--- config.mk ---
export PLATFORM = sky130hd
export DESIGN_NAME = multicycle_cpu
export DESIGN_NICKNAME = d
export VERILOG_FILES = /design/src/rtl/multicycle_cpu.sv
export SDC_FILE = /design/constraint.sdc
export NUM_CORES = 1
export LEC_CHECK = 0
export BUFFER_PORTS_ARGS = -buffer_cell sky130_fd_sc_hd__buf_4
export CORE_MARGIN = 1.5
export CORE_UTILIZATION = 60
export CTS_BUF_LIST = sky130_fd_sc_hd__clkbuf_16
export CTS_CLUSTER_SIZE = 14
export DETAILED_ROUTE_END_ITERATION = 6
export HOLD_SLACK_MARGIN = 0.02
export PLACE_DENSITY = 0.78
export SLEW_MARGIN = 30
export SYNTH_ARGS = -nofsm -noshare
export SYNTH_HDL_FRONTEND = slang
export SYNTH_SLANG_ARGS = --single-unit
--- constraint.sdc ---
create_clock -name clk -period 4.7 [get_ports clk]
set_input_delay 0.94 -clock clk [delete_from_list [all_inputs] [get_ports clk]]
set_output_delay 0.94 -clock clk [all_outputs]
set_load 0.05 [all_outputs]
--- src/rtl/multicycle_cpu.sv ---
// multicycle_cpu
// Multi-cycle 16-bit-instruction CPU with an 8-entry register file, ALU,
// program counter and separate instruction/data memory ports.
// Every instruction is fetched in FETCH and decoded in EXEC. ALU ops, LDI
// and ADI write back in EXEC. Branches and JMP redirect the PC in EXEC.
// LD/ST perform a single data access in MEM. An unknown opcode parks the
// core in HALT until reset.
//
// Handshake (both memory ports): req is a Moore output of the state
// register. It stays high until the cycle in which ready=1, and that cycle
// completes the transfer. Address, write data and we are held stable while
// req is high. ready is ignored while req is low. While reset is high all
// requests are forced low.
//
// Ports
//   clk, reset        rising-edge clock, synchronous active-high reset
//   imem_req/addr     fetch request, fetch address (= PC)
//   imem_ready/data   fetch completes this cycle, instruction word
//   dmem_req/we       data request, 1 = store / 0 = load
//   dmem_addr/wdata   R[SA] resized to ADDR_W, R[SB]
//   dmem_ready/rdata  access completes this cycle, load data
//   flags             {V,C,N,Z} of the last ALU-class instruction
//   halted            core stopped on an illegal opcode
module multicycle_cpu #(
   parameter int DATA_W = 8,
   parameter int ADDR_W = 8
) (
   input  logic              clk,
   input  logic              reset,
   output logic              imem_req,
   output logic [ADDR_W-1:0] imem_addr,
   input  logic              imem_ready,
   input  logic [15:0]       imem_data,
   output logic              dmem_req,
   output logic              dmem_we,
   output logic [ADDR_W-1:0] dmem_addr,
   output logic [DATA_W-1:0] dmem_wdata,
   input  logic              dmem_ready,
   input  logic [DATA_W-1:0] dmem_rdata,
   output logic [3:0]        flags,
   output logic              halted
);
   localparam int MSB = DATA_W - 1;

   localparam logic [6:0] OP_MOVA = 7'b0000000;
   localparam logic [6:0] OP_INC  = 7'b0000001;
   localparam logic [6:0] OP_ADD  = 7'b0000010;
   localparam logic [6:0] OP_SUB  = 7'b0000101;
   localparam logic [6:0] OP_DEC  = 7'b0000110;
   localparam logic [6:0] OP_AND  = 7'b0001000;
   localparam logic [6:0] OP_OR   = 7'b0001001;
   localparam logic [6:0] OP_XOR  = 7'b0001010;
   localparam logic [6:0] OP_NOT  = 7'b0001011;
   localparam logic [6:0] OP_MOVB = 7'b0001100;
   localparam logic [6:0] OP_SHR  = 7'b0001101;
   localparam logic [6:0] OP_SHL  = 7'b0001110;
   localparam logic [6:0] OP_LDI  = 7'b1001100;
   localparam logic [6:0] OP_ADI  = 7'b1000010;
   localparam logic [6:0] OP_LD   = 7'b0010000;
   localparam logic [6:0] OP_ST   = 7'b0100000;
   localparam logic [6:0] OP_BRZ  = 7'b1100000;
   localparam logic [6:0] OP_BRN  = 7'b1100001;
   localparam logic [6:0] OP_JMP  = 7'b1110000;

   typedef enum logic [1:0] {S_FETCH, S_EXEC, S_MEM, S_HALT} state_t;
   state_t state, state_n;

   logic [ADDR_W-1:0] pc, pc_n, pc_inc;
   logic [15:0]       ir;
   logic [DATA_W-1:0] rf [0:7];
   logic [3:0]        flags_q;

   logic              ir_load, rf_we, flags_we;
   logic [DATA_W-1:0] rf_wdata;

   // Instruction fields
   logic [6:0]        opcode;
   logic [2:0]        dr, sa, sb;
   logic [DATA_W-1:0] a, b, op_ext;
   logic signed [5:0] ad6;
   logic [ADDR_W-1:0] ad_ext;

   assign opcode = ir[15:9];
   assign dr     = ir[8:6];
   assign sa     = ir[5:3];
   assign sb     = ir[2:0];
   assign a      = rf[sa];
   assign b      = rf[sb];
   assign op_ext = DATA_W'(sb);
   assign ad6    = {dr, sb};
   // Signed source, so the resize sign-extends the branch displacement.
   assign ad_ext = ADDR_W'(ad6);
   assign pc_inc = pc + ADDR_W'(1);

   // Shared adder for the add/sub class. Subtraction is a + ~b + 1, so the
   // carry out is directly the NOT-borrow flag; DEC adds all-ones.
   logic [DATA_W-1:0] add_x, add_y;
   logic              add_cin, add_v;
   logic [DATA_W:0]   sum;

   always_comb begin
      add_x   = a;
      add_y   = '0;
      add_cin = 1'b0;
      case (opcode)
         OP_INC: add_cin = 1'b1;
         OP_ADD: add_y = b;
         OP_SUB: begin
            add_y   = ~b;
            add_cin = 1'b1;
         end
         OP_DEC: add_y = '1;
         OP_ADI: add_y = op_ext;
         default: ;
      endcase
   end

   assign sum   = {1'b0, add_x} + {1'b0, add_y} + {{DATA_W{1'b0}}, add_cin};
   assign add_v = (add_x[MSB] == add_y[MSB]) && (sum[MSB] != add_x[MSB]);

   // ALU result and carry/overflow; is_alu marks instructions that write
   // R[DR] and the flags in EXEC.
   logic [DATA_W-1:0] alu_res;
   logic              alu_c, alu_v, is_alu;

   always_comb begin
      alu_res = '0;
      alu_c   = 1'b0;
      alu_v   = 1'b0;
      is_alu  = 1'b1;
      case (opcode)
         OP_MOVA: alu_res = a;
         OP_INC, OP_ADD, OP_SUB, OP_DEC, OP_ADI: begin
            alu_res = sum[MSB:0];
            alu_c   = sum[DATA_W];
            alu_v   = add_v;
         end
         OP_AND:  alu_res = a & b;
         OP_OR:   alu_res = a | b;
         OP_XOR:  alu_res = a ^ b;
         OP_NOT:  alu_res = ~a;
         OP_MOVB: alu_res = b;
         OP_SHR: begin
            alu_res = {1'b0, b[MSB:1]};
            alu_c   = b[0];
         end
         OP_SHL: begin
            alu_res = {b[MSB-1:0], 1'b0};
            alu_c   = b[MSB];
         end
         OP_LDI:  alu_res = op_ext;
         default: is_alu = 1'b0;
      endcase
   end

   // Next-state, PC update and memory-port outputs
   always_comb begin
      state_n  = state;
      pc_n     = pc;
      ir_load  = 1'b0;
      rf_we    = 1'b0;
      rf_wdata = alu_res;
      flags_we = 1'b0;
      imem_req = 1'b0;
      dmem_req = 1'b0;
      dmem_we  = 1'b0;
      case (state)
         S_FETCH: begin
            imem_req = 1'b1;
            if (imem_ready) begin
               ir_load = 1'b1;
               state_n = S_EXEC;
            end
         end
         S_EXEC: begin
            state_n = S_FETCH;
            if (is_alu) begin
               rf_we    = 1'b1;
               flags_we = 1'b1;
               pc_n     = pc_inc;
            end else begin
               case (opcode)
                  OP_BRZ:       pc_n = (a == '0) ? pc + ad_ext : pc_inc;
                  OP_BRN:       pc_n = a[MSB] ? pc + ad_ext : pc_inc;
                  OP_JMP:       pc_n = ADDR_W'(a);
                  OP_LD, OP_ST: state_n = S_MEM;
                  default:      state_n = S_HALT;
               endcase
            end
         end
         S_MEM: begin
            dmem_req = 1'b1;
            dmem_we  = (opcode == OP_ST);
            if (dmem_ready) begin
               rf_we    = (opcode == OP_LD);
               rf_wdata = dmem_rdata;
               pc_n     = pc_inc;
               state_n  = S_FETCH;
            end
         end
         S_HALT: ;
         default: state_n = S_FETCH;
      endcase
      // An access in flight when reset rises is abandoned immediately.
      if (reset) begin
         imem_req = 1'b0;
         dmem_req = 1'b0;
         dmem_we  = 1'b0;
      end
   end

   always_ff @(posedge clk) begin
      if (reset) begin
         state   <= S_FETCH;
         pc      <= '0;
         ir      <= '0;
         flags_q <= '0;
         for (int i = 0; i < 8; i++) rf[i] <= '0;
      end else begin
         state <= state_n;
         pc    <= pc_n;
         if (ir_load) ir <= imem_data;
         if (rf_we) rf[dr] <= rf_wdata;
         if (flags_we) flags_q <= {alu_v, alu_c, alu_res[MSB], alu_res == '0};
      end
   end

   assign imem_addr  = pc;
   assign dmem_addr  = ADDR_W'(a);
   assign dmem_wdata = b;
   assign flags      = flags_q;
   assign halted     = (state == S_HALT);

endmodule
Yosys cells after proc, flatten, opt, wreduce, memory -nomap -nowiden
Memory sizes are Yosys's and may differ from the RTL's. A register that Yosys moved wholly into a read port is not among the register bits.
Cells that the tools add are included.
Widths: inputs -> output; s select.
{"block": "word_totals", "regBits": 30, "latchBits": 0, "mem_bits_rw": 64, "mem_bits_ro": 0, "inputBits": 28, "out_inout_bits": 32, "elab_cells": 98, "n_memories": 1}
{"block": "classes", "n_addsub": 4, "n_mul": 0, "div_mod_pow": 0, "n_lt_le_gt_ge": 0, "n_eq_ne": 26, "n_shift": 0, "muxes": 43, "bitwise": 5, "reduce_logical": 15}
{"name": "rf", "words": 8, "word_bits": 8, "read_ports": 2, "rd_clocked_by_memory_dff": 2, "write_ports": 8, "line": "70", "source": "logic [DATA_W-1:0] rf [0:7];"}
{"operator": "$pmux 8 s10", "count": 1}
{"operator": "$mux 8", "count": 7}
{"operator": "$eq 7x4->1 const B", "count": 7}
{"operator": "$eq 7x7->1 const B", "count": 5}
{"operator": "$pmux 8 s4", "count": 1}
{"operator": "$pmux 8 s3", "count": 1}
{"operator": "$mux 1", "count": 20}
{"operator": "$logic_not 8->1", "count": 2}
{"operator": "$not 8->8", "count": 2}
{"operator": "$pmux 8 s2", "count": 1}
{"operator": "$mux 3", "count": 5}
{"operator": "$eq 7x3->1 const B", "count": 2}
{"operator": "$reduce_or 14->1", "count": 1}
{"operator": "$add 8x8->9", "count": 1}
{"operator": "$add 9x1->9", "count": 1}
{"operator": "$add 8x1->8 const B", "count": 1}
{"operator": "$add 8x8->8", "count": 1}
{"operator": "$and 8x8->8", "count": 1}
{"operator": "$or 8x8->8", "count": 1}
{"operator": "$reduce_or 8->1", "count": 1}
{"operator": "$xor 8x8->8", "count": 1}
{"operator": "$eq 7x1->1 const B", "count": 1}
{"operator": "$eq 7x2->1 const B", "count": 1}
{"operator": "$eq 7x5->1 const B", "count": 1}
{"operator": "other kinds (21)", "count": 27}

Longest topological paths before layout
Gate-level depths: netlist (run 1).
{"block": "logic_depth", "word_depth": 10, "depth_mapped": 18, "depth_no_buf": 16}

Worst setup path after synthesis (run 1)
OpenSTA, ideal clock, no wires.
{"block": "synth_path", "path_type": "reg-to-reg", "from": "reg with a tool-made name", "to": "mem rf[0][4], data pin", "setup_time_ps": 272, "arrival_time_ps": 3659, "required_ps": 4428, "setup_slack_ps": 769, "path_stages_with_launch": 17, "path_buffers": 3, "synth_period_minus_slack_ps": 3931, "path_cell_list": "dfxtp_1 > buf_6 > buf_6 > buf_4 > mux2i_1 > mux4_2 > inv_1 > fa_1 > inv_1 > fa_1 > nand2b_1 > a21oi_1 > xor2_1 > a22oi_1 > o2111ai_1 > mux2i_1 > nor2_1"}
{"element": "end: declaration", "line": "70"}

==> impl_metrics.env, run 1 <==
export IMPL_setup_violations=0
export IMPL_r2r_slack_ns=0.49
export IMPL_dieArea_um2=12200
export IMPL_slew_headroom_pct=38.6
export IMPL_power_uw=2950
export IMPL_drive_above_1_share_pct=17.0
export IMPL_postSynthRegisterBits=100
export IMPL_cts_setup_buffers=0
export IMPL_fin_crit_sh_pct=89.5
export IMPL_io_pins=60
export IMPL_finalMaxSlewViolations=0
export IMPL_synth_edf_count=64
export IMPL_synth_ff_type="edfxtp_1"
export IMPL_synthesis_nets=789
export IMPL_path_clk_slew_ns=0.07
export IMPL_core_um2=11300
export IMPL_max_vdd_ir_drop_v=0.000332
export IMPL_clock_sinks=100
export IMPL_cts_tree="built"
export IMPL_final_util_pct=69.6
export IMPL_r2r_end="rf[1][7]$_SDFFCE_PN0P_"
export IMPL_drtAntennaViolNets=0
export IMPL_start_util_pct=61.1
export IMPL_area_growth_pct=13.8
export IMPL_cts_buffers=9
export IMPL_fmax_mhz=238
export IMPL_power_density_nw_per_um2=375
export IMPL_postCtsHoldBufs=0
export IMPL_drt_total_wl_mm=22.0
export IMPL_grt_max_degree=45
export IMPL_remaining_drc_errors=0
export IMPL_antenna_found_initial=0
export IMPL_fp_dieW_um=110
export IMPL_status="finished clean"
export IMPL_worstSetupEndpointType="register"
export IMPL_max_clock_path_buffers=2
export IMPL_die_h_um=110
export IMPL_yosysUniqueCellTypes=68
export IMPL_leakage_uw=0.00313
export IMPL_yosysSeqAreaShare_pct=38.2
export IMPL_clock_skew_ns=0.00954
export IMPL_gp_congestion=0.991
export IMPL_netlist_area_um2=6920
export IMPL_htree_levels=3
export IMPL_port_buffers=59
export IMPL_wl_per_cell_um=23.7
export IMPL_whs_path_depth=2
export IMPL_gr_total_overflow=0
export IMPL_hp_class="register to register"
export IMPL_ctsResizeCount=0
export IMPL_cap_violations=0
export IMPL_critPathKind="register to register"
export IMPL_rsz0062_at_grt="false"
export IMPL_crit_chain="buf_4 > mux4_2 > mux2i_1 > nor2_1 > a21oi_1 > o211ai_1 > ha_1 > nand4_1 > a31oi_1 > xnor2_1 > o211ai_1 > mux2i_2 > nor2_1"
export IMPL_num_rows=39
export IMPL_critical_path_required_ns=4.78
export IMPL_finalSetupTns_ns=0
export IMPL_hp_start="ir[3]$_SDFFE_PP0P_"
export IMPL_cp_max_fo=16
export IMPL_fin_crit_ns=4.21
export IMPL_worst_path_max_delay_cell="mux2i_2"
export IMPL_synth_warnings=0
export IMPL_finalHoldViolCount=0
export IMPL_hpwl_mm=16.4
export IMPL_cts_root_buf="clkbuf_16"
export IMPL_syn_area_per_cell_um2=9.57
export IMPL_clk_latency_ns=0.36
export IMPL_diodes=0
export IMPL_drt_iter0_drc=682
export IMPL_vias=6154
export IMPL_postSynthCellCount=723
export IMPL_async_flop_share_pct=0
export IMPL_finish_net_count=847
export IMPL_cp_start_kind="register"
export IMPL_firstDrtPassIters=5
export IMPL_worst_pin_slew_ns=0.917
export IMPL_grt_pass1_wl_mm=32.8
export IMPL_via_per_inst=6.62
export IMPL_grt_usage_pct=37.7
export IMPL_cp_slowest_stage_delay_ns=0.56
export IMPL_grt_pass1_vias=5856
export IMPL_cp_arrival_ns=4.29
export IMPL_ff2ff_path_depth=13
metrics by stage:
stage | instances | hold WS, ns | setup WS (ns) | area, um^2
floorplan | 723 | 0.436 | 0.769 | 6920
global placement | 913 | 0.446 | 0.685 | 7560
detailed placement | 913 | 0.459 | 0.628 | 7570
CTS | 929 | 0.467 | 0.613 | 7870
global route | 929 | 0.486 | 0.242 | 7880
finish | 929 | 0.467 | 0.495 | 7880
critical path: cells and delay by family (launching register included):
kind                       cells  cell delay, ns
and+or+nand+nor                3            0.30
muxes                          3            1.46
buffers and inverters          1            0.37
AOI/OAI and AO/OA              4            0.71
DFF                            1            0.52
xor gates and xnor gates       1            0.16
adders and majority gates      1            0.39
how the worst max path moves through the flow:
stage                  startpoint                      to  depth (start not counted)
6_report                 register  rf[1][7]$_SDFFCE_PN0P_                         13
5_1_grt                  register  rf[2][7]$_SDFFCE_PN0P_                         13
4_1_cts                  register  rf[1][7]$_SDFFCE_PN0P_                         13
3_5_place_dp             register  rf[1][7]$_SDFFCE_PN0P_                         13
3_3_place_gp   ir[9]$_SDFFE_PP0P_  rf[2][4]$_SDFFCE_PN0P_                         16
2_1_floorplan            register  rf[0][4]$_SDFFCE_PN0P_                         16
layer usage:
layer  GRT usage (%)  wire (um)  up-vias
met3            7.05       1840       75
li1                -          -     2770
met2            61.5      10800      347
met4            23.2       1090        0
met5               0          0        -
met1            46.4       8300     2962
kinds of logic after synthesis:
kind of cell	after synthesis	share of synthesized area, %
compound gates	135	13.6
xor+xnor	13	1.65
fa+ha+maj	38	7.20
buf+inv	67	4.09
flops	100	38.2
mux	88	15.7
simple gates	282	19.5
state kept, by name (all words and copies together) (netlist names), named ones only:
signal / flops
rf: 64
ir: 16
imem_addr: 8
flags: 4
state: 2
synth_stat cells (7+ instances only):
master,n,share of area (%)
a21oi_1,43,3.1
nand3_1,28,2.0
nand2_1,74,4.0
nand4_1,9,0.81
dfxtp_1,36,10
nor2b_1,13,1.2
nor3_1,12,0.87
o21ai_0,10,0.72
nand2b_1,18,1.6
nor2_1,92,5.0
o2bb2ai_1,7,0.89
edfxtp_1,64,28
a22oi_1,14,1.5
o22ai_1,11,0.99
ha_1,35,6.3
and3_1,8,0.72
xnor2_1,11,1.4
inv_1,29,1.6
clkbuf_1,23,1.2
buf_2,7,0.51
mux2i_1,66,9.5
mux4_2,15,4.9
cell type report:
| class | count | area, um^2 |
|---|---|---|
| clock buffers | 9 | 225 |
| inverters | 29 | 109 |
| well taps | 143 | 179 |
| clock inverters | 7 | 76.3 |
| multi-input cells | 556 | 4000 |
| fillers | 876 | 3450 |
| flip-flops and latches | 100 | 2640 |
| repair buffers | 85 | 638 |
report_power, final:
group          leakage (uW)  switching (uW)  internal, uW  total (uW)
clock network      0.000147             341           417         758
registers          0.000956            72.4           986        1060
logic               0.00202             735           399        1130
cells in the final DEF (no fill, tap or decap), drive strengths merged, types with 3 or more instances in the layout:
cell,synthesis,final
a21o,6,6
a21oi,43,43
a221oi,3,3
a22o,3,3
a22oi,14,14
a31oi,6,6
and2,6,6
and3,8,8
buf,15,85
clkbuf,23,9
dfxtp,36,36
edfxtp,64,64
fa,3,3
ha,35,35
inv,29,32
mux2,4,4
mux2i,69,69
mux4,15,15
nand2,74,74
nand2b,18,18
nand3,28,28
nand3b,6,6
nand4,10,10
nor2,92,92
nor2b,14,14
nor3,12,12
o2111ai,4,4
o211ai,5,5
o21ai,13,13
o21bai,4,4
o22ai,11,11
o2bb2ai,8,8
or3,3,3
xnor2,11,11
(Power assumes the default switching activity.)
==> run 2: changes to the inputs <==
ABC_AREA = 1   (was not set)
==> run 2 against run 1 <==
Synthesized cell count up 47%. Total power up 72%. Sequential power up 11%. Combinational power rose to 2.7 times the previous value. Design area up 5.3%. Clock-buffer cell count unchanged. Cell count up 36%. Setup slack better by 0.12 ns. Clock skew down 0.0010 ns. Register-to-register slack better by 0.12 ns. Critical endpoint is now rf[0][4]$_SDFFCE_PN0P_. Largest power group unchanged.
==> impl_metrics.env, run 2 <==
export IMPL_wl_per_cell_um=17.4
export IMPL_postLayoutCellArea_um2=8290
export IMPL_clk_latency_ns=0.36
export IMPL_worstSetupEndpointType="register"
export IMPL_cts_buffers=9
export IMPL_cap_violations=0
export IMPL_power_uw=5070
export IMPL_top_layer_used="met4"
export IMPL_clock_sinks=100
export IMPL_synth_ff_type="edfxtp_1"
export IMPL_fp_dieW_um=114
export IMPL_layout_common_cells="289 x nand2_1, 146 x inv_1, 143 x nand3_1"
export IMPL_dieArea_um2=13000
export IMPL_gp_congestion=0.980
export IMPL_whs_path_depth=2
export IMPL_critical_path_required_ns=4.79
export IMPL_start_util_pct=61.7
export IMPL_critPathKind="register to register"
export IMPL_cts_root_buf="clkbuf_16"
export IMPL_post_synth_top_area_cell="edfxtp_1"
export IMPL_cpMostUsedCell="nand2_1"
export IMPL_dp_slack_ns=0.835
export IMPL_yosysUniqueCellTypes=46
export IMPL_synth_warnings=0
export IMPL_final_util_pct=69.1
export IMPL_leakage_uw=0.00419
export IMPL_cts_setup_buffers=0
export IMPL_fmax_mhz=245
export IMPL_finalMaxSlewViolations=0
export IMPL_cp_max_fo=8
export IMPL_clock_skew_ns=0.00849
export IMPL_power_density_nw_per_um2=611
export IMPL_worst_pin_slew_ns=1.09
export IMPL_cts_tree="built"
export IMPL_vias=7336
export IMPL_port_buffers=59
export IMPL_grt_max_degree=46
export IMPL_hp_start="flags[3]$_SDFFE_PP0P_"
export IMPL_cp_arrival_ns=4.17
export IMPL_synthTopCellsByArea="edfxtp_1 26%, nand2_1 15%, dfxtp_1 9.7%"
export IMPL_r2r_slack_ns=0.62
export IMPL_yosysSeqAreaShare_pct=35.7
export IMPL_grt_pass1_vias=6564
export IMPL_syn_area_per_cell_um2=6.97
export IMPL_postSynthCellCount=1064
export IMPL_cp_slowest_stage_delay_ns=0.59
export IMPL_htree_levels=3
export IMPL_async_flop_share_pct=0
export IMPL_num_rows=40
export IMPL_max_vdd_ir_drop_v=0.000345
export IMPL_fin_crit_ns=4.08
export IMPL_postCtsHoldBufs=0
export IMPL_grt_pass1_wl_mm=34.8
export IMPL_finalWorstSetupSlack_ns=0.619
export IMPL_ctsResizeCount=0
export IMPL_synth_commonest_cells="289 x nand2_1, 145 x inv_1, 143 x nand3_1"
export IMPL_status="finished clean"
export IMPL_synthesis_nets=1130
export IMPL_reg2reg_from="ir[12]$_SDFFE_PP0P_"
export IMPL_hp_class="register to register"
export IMPL_fillerInstances=1057
export IMPL_max_clock_path_buffers=2
export IMPL_die_h_um=114
export IMPL_finalSetupTns_ns=0
export IMPL_dpl_cell_area_um2=7960
export IMPL_largest_register="rf"
export IMPL_mostFrequentLayoutCell="nand2_1"
export IMPL_synth_most_common_cell="nand2_1"
export IMPL_cp_top_family="simple AND/OR/NAND/NOR gates"
export IMPL_drtAntennaViolNets=0
export IMPL_cp_start_kind="register"
export IMPL_wl_met1_mm=9.50
export IMPL_crit_chain="nor2_1 > inv_1 > nor2_1 > nand2_1 > nor2_1 > nand2_1 > o2111ai_1 > fa_1 > inv_1 > fa_1 > inv_1 > nand3_1 > nand2_1 > nand2_1 > nand2_1 > inv_1 > a21oi_1 > nand2_1 > nor2_1 > nand2_1 > o21ai_2 > nor2_2"
export IMPL_core_um2=12000
export IMPL_hpwl_mm=16.7
export IMPL_antenna_found_initial=0
export IMPL_largest_reg_flops=64
export IMPL_drt_total_wl_mm=22.0
export IMPL_io_pins=60
export IMPL_setup_violations=0
export IMPL_via_per_inst=5.80
export IMPL_synth_edf_count=64
export IMPL_path_clk_slew_ns=0.07
export IMPL_ff2ff_path_depth=22
export IMPL_firstDrtPassIters=6
export IMPL_min_to="flags[3]$_SDFFE_PP0P_"
export IMPL_wl_met3_mm=2.27
export IMPL_finalHoldViolCount=0
export IMPL_finish_net_count=1178
export IMPL_fin_crit_sh_pct=86.8
export IMPL_postSynthRegisterBits=100
export IMPL_netlist_area_um2=7410
export IMPL_area_growth_pct=11.9
export IMPL_synth_top_area_share_pct=25.9
export IMPL_slew_headroom_pct=27.0
export IMPL_drive_above_1_share_pct=12.1
export IMPL_r2r_end="rf[0][4]$_SDFFCE_PN0P_"
export IMPL_worst_path_max_delay_cell="nor2_1"
export IMPL_remaining_drc_errors=0
export IMPL_crit_buf_inv=4
export IMPL_grt_usage_pct=35.1
export IMPL_rsz0062_at_grt="false"
export IMPL_wl_met2_mm=9.65
export IMPL_diodes=0
export IMPL_drt_iter0_drc=1032
export IMPL_gr_total_overflow=0
[run 2: cell type report]
type	instances	area (um^2)	area share, %
Inverter	151	567	6.83
Timing Repair Buffer	67	503	6.06
Tap cell	147	184	2.22
Multi-Input combinational cell	783	4060	49.0
Clock inverter	7	109	1.31
Sequential cell	100	2640	31.9
Clock buffer	9	225	2.72
[run 2: worst max-delay path by stage]
stage	from	end	slack (ns)	depth (start not counted)
finish	ir[12]$_SDFFE_PP0P_	rf[0][4]$_SDFFCE_PN0P_	0.62	22
global route	ir[12]$_SDFFE_PP0P_	rf[2][4]$_SDFFCE_PN0P_	0.33	22
CTS	ir[12]$_SDFFE_PP0P_	rf[0][4]$_SDFFCE_PN0P_	0.80	22
detailed placement	ir[12]$_SDFFE_PP0P_	rf[5][4]$_SDFFCE_PN0P_	0.83	22
global placement	ir[12]$_SDFFE_PP0P_	rf[6][4]$_SDFFCE_PN0P_	0.86	22
floorplan	register	rf[0][4]$_SDFFCE_PN0P_	1.26	23
[run 2: worst reg2reg max path, cell delays in order, from the launching register on]
cell and delay, ns:
dfxtp_1 0.36, nor2_1 0.18, inv_1 0.07, nor2_1 0.18
nand2_1 0.16, nor2_1 0.59, nand2_1 0.12, o2111ai_1 0.15
fa_1 0.25, inv_1 0.06, fa_1 0.41, inv_1 0.09
nand3_1 0.10, nand2_1 0.09, nand2_1 0.05, nand2_1 0.05
inv_1 0.03, a21oi_1 0.20, nand2_1 0.08, nor2_1 0.13
nand2_1 0.08, o21ai_2 0.31, nor2_2 0.09
[run 2: routing by layer]
layer / track usage [%] / vias up
li1: - / 3531
met1: 50.9 / 3377
met2: 53.2 / 379
met3: 5.29 / 49
met4: 13.3 / 0
met5: 0 / -
[run 2: cells by family after synthesis]
logic type	after synthesis	synth area share, %
compound gates	113	8.52
simple gates	615	37.4
mux	2	0.321
xor+xnor	15	1.77
fa+ha+maj	38	6.72
buf+inv	181	9.62
flops	100	35.7
[run 2: power by group]
| part | internal (uW) | switching [uW] |
|---|---|---|
| Sequential | 1050 | 127 |
| Combinational | 819 | 2240 |
| Clock | 477 | 352 |
| Total | 2350 | 2720 |
[run 2: through the flow]
step | std cells | hold slack [ns]
floorplan | 1064 | 0.458
global placement | 1248 | 0.458
detailed placement | 1248 | 0.459
CTS | 1264 | 0.469
global route | 1264 | 0.502
finish | 1264 | 0.470
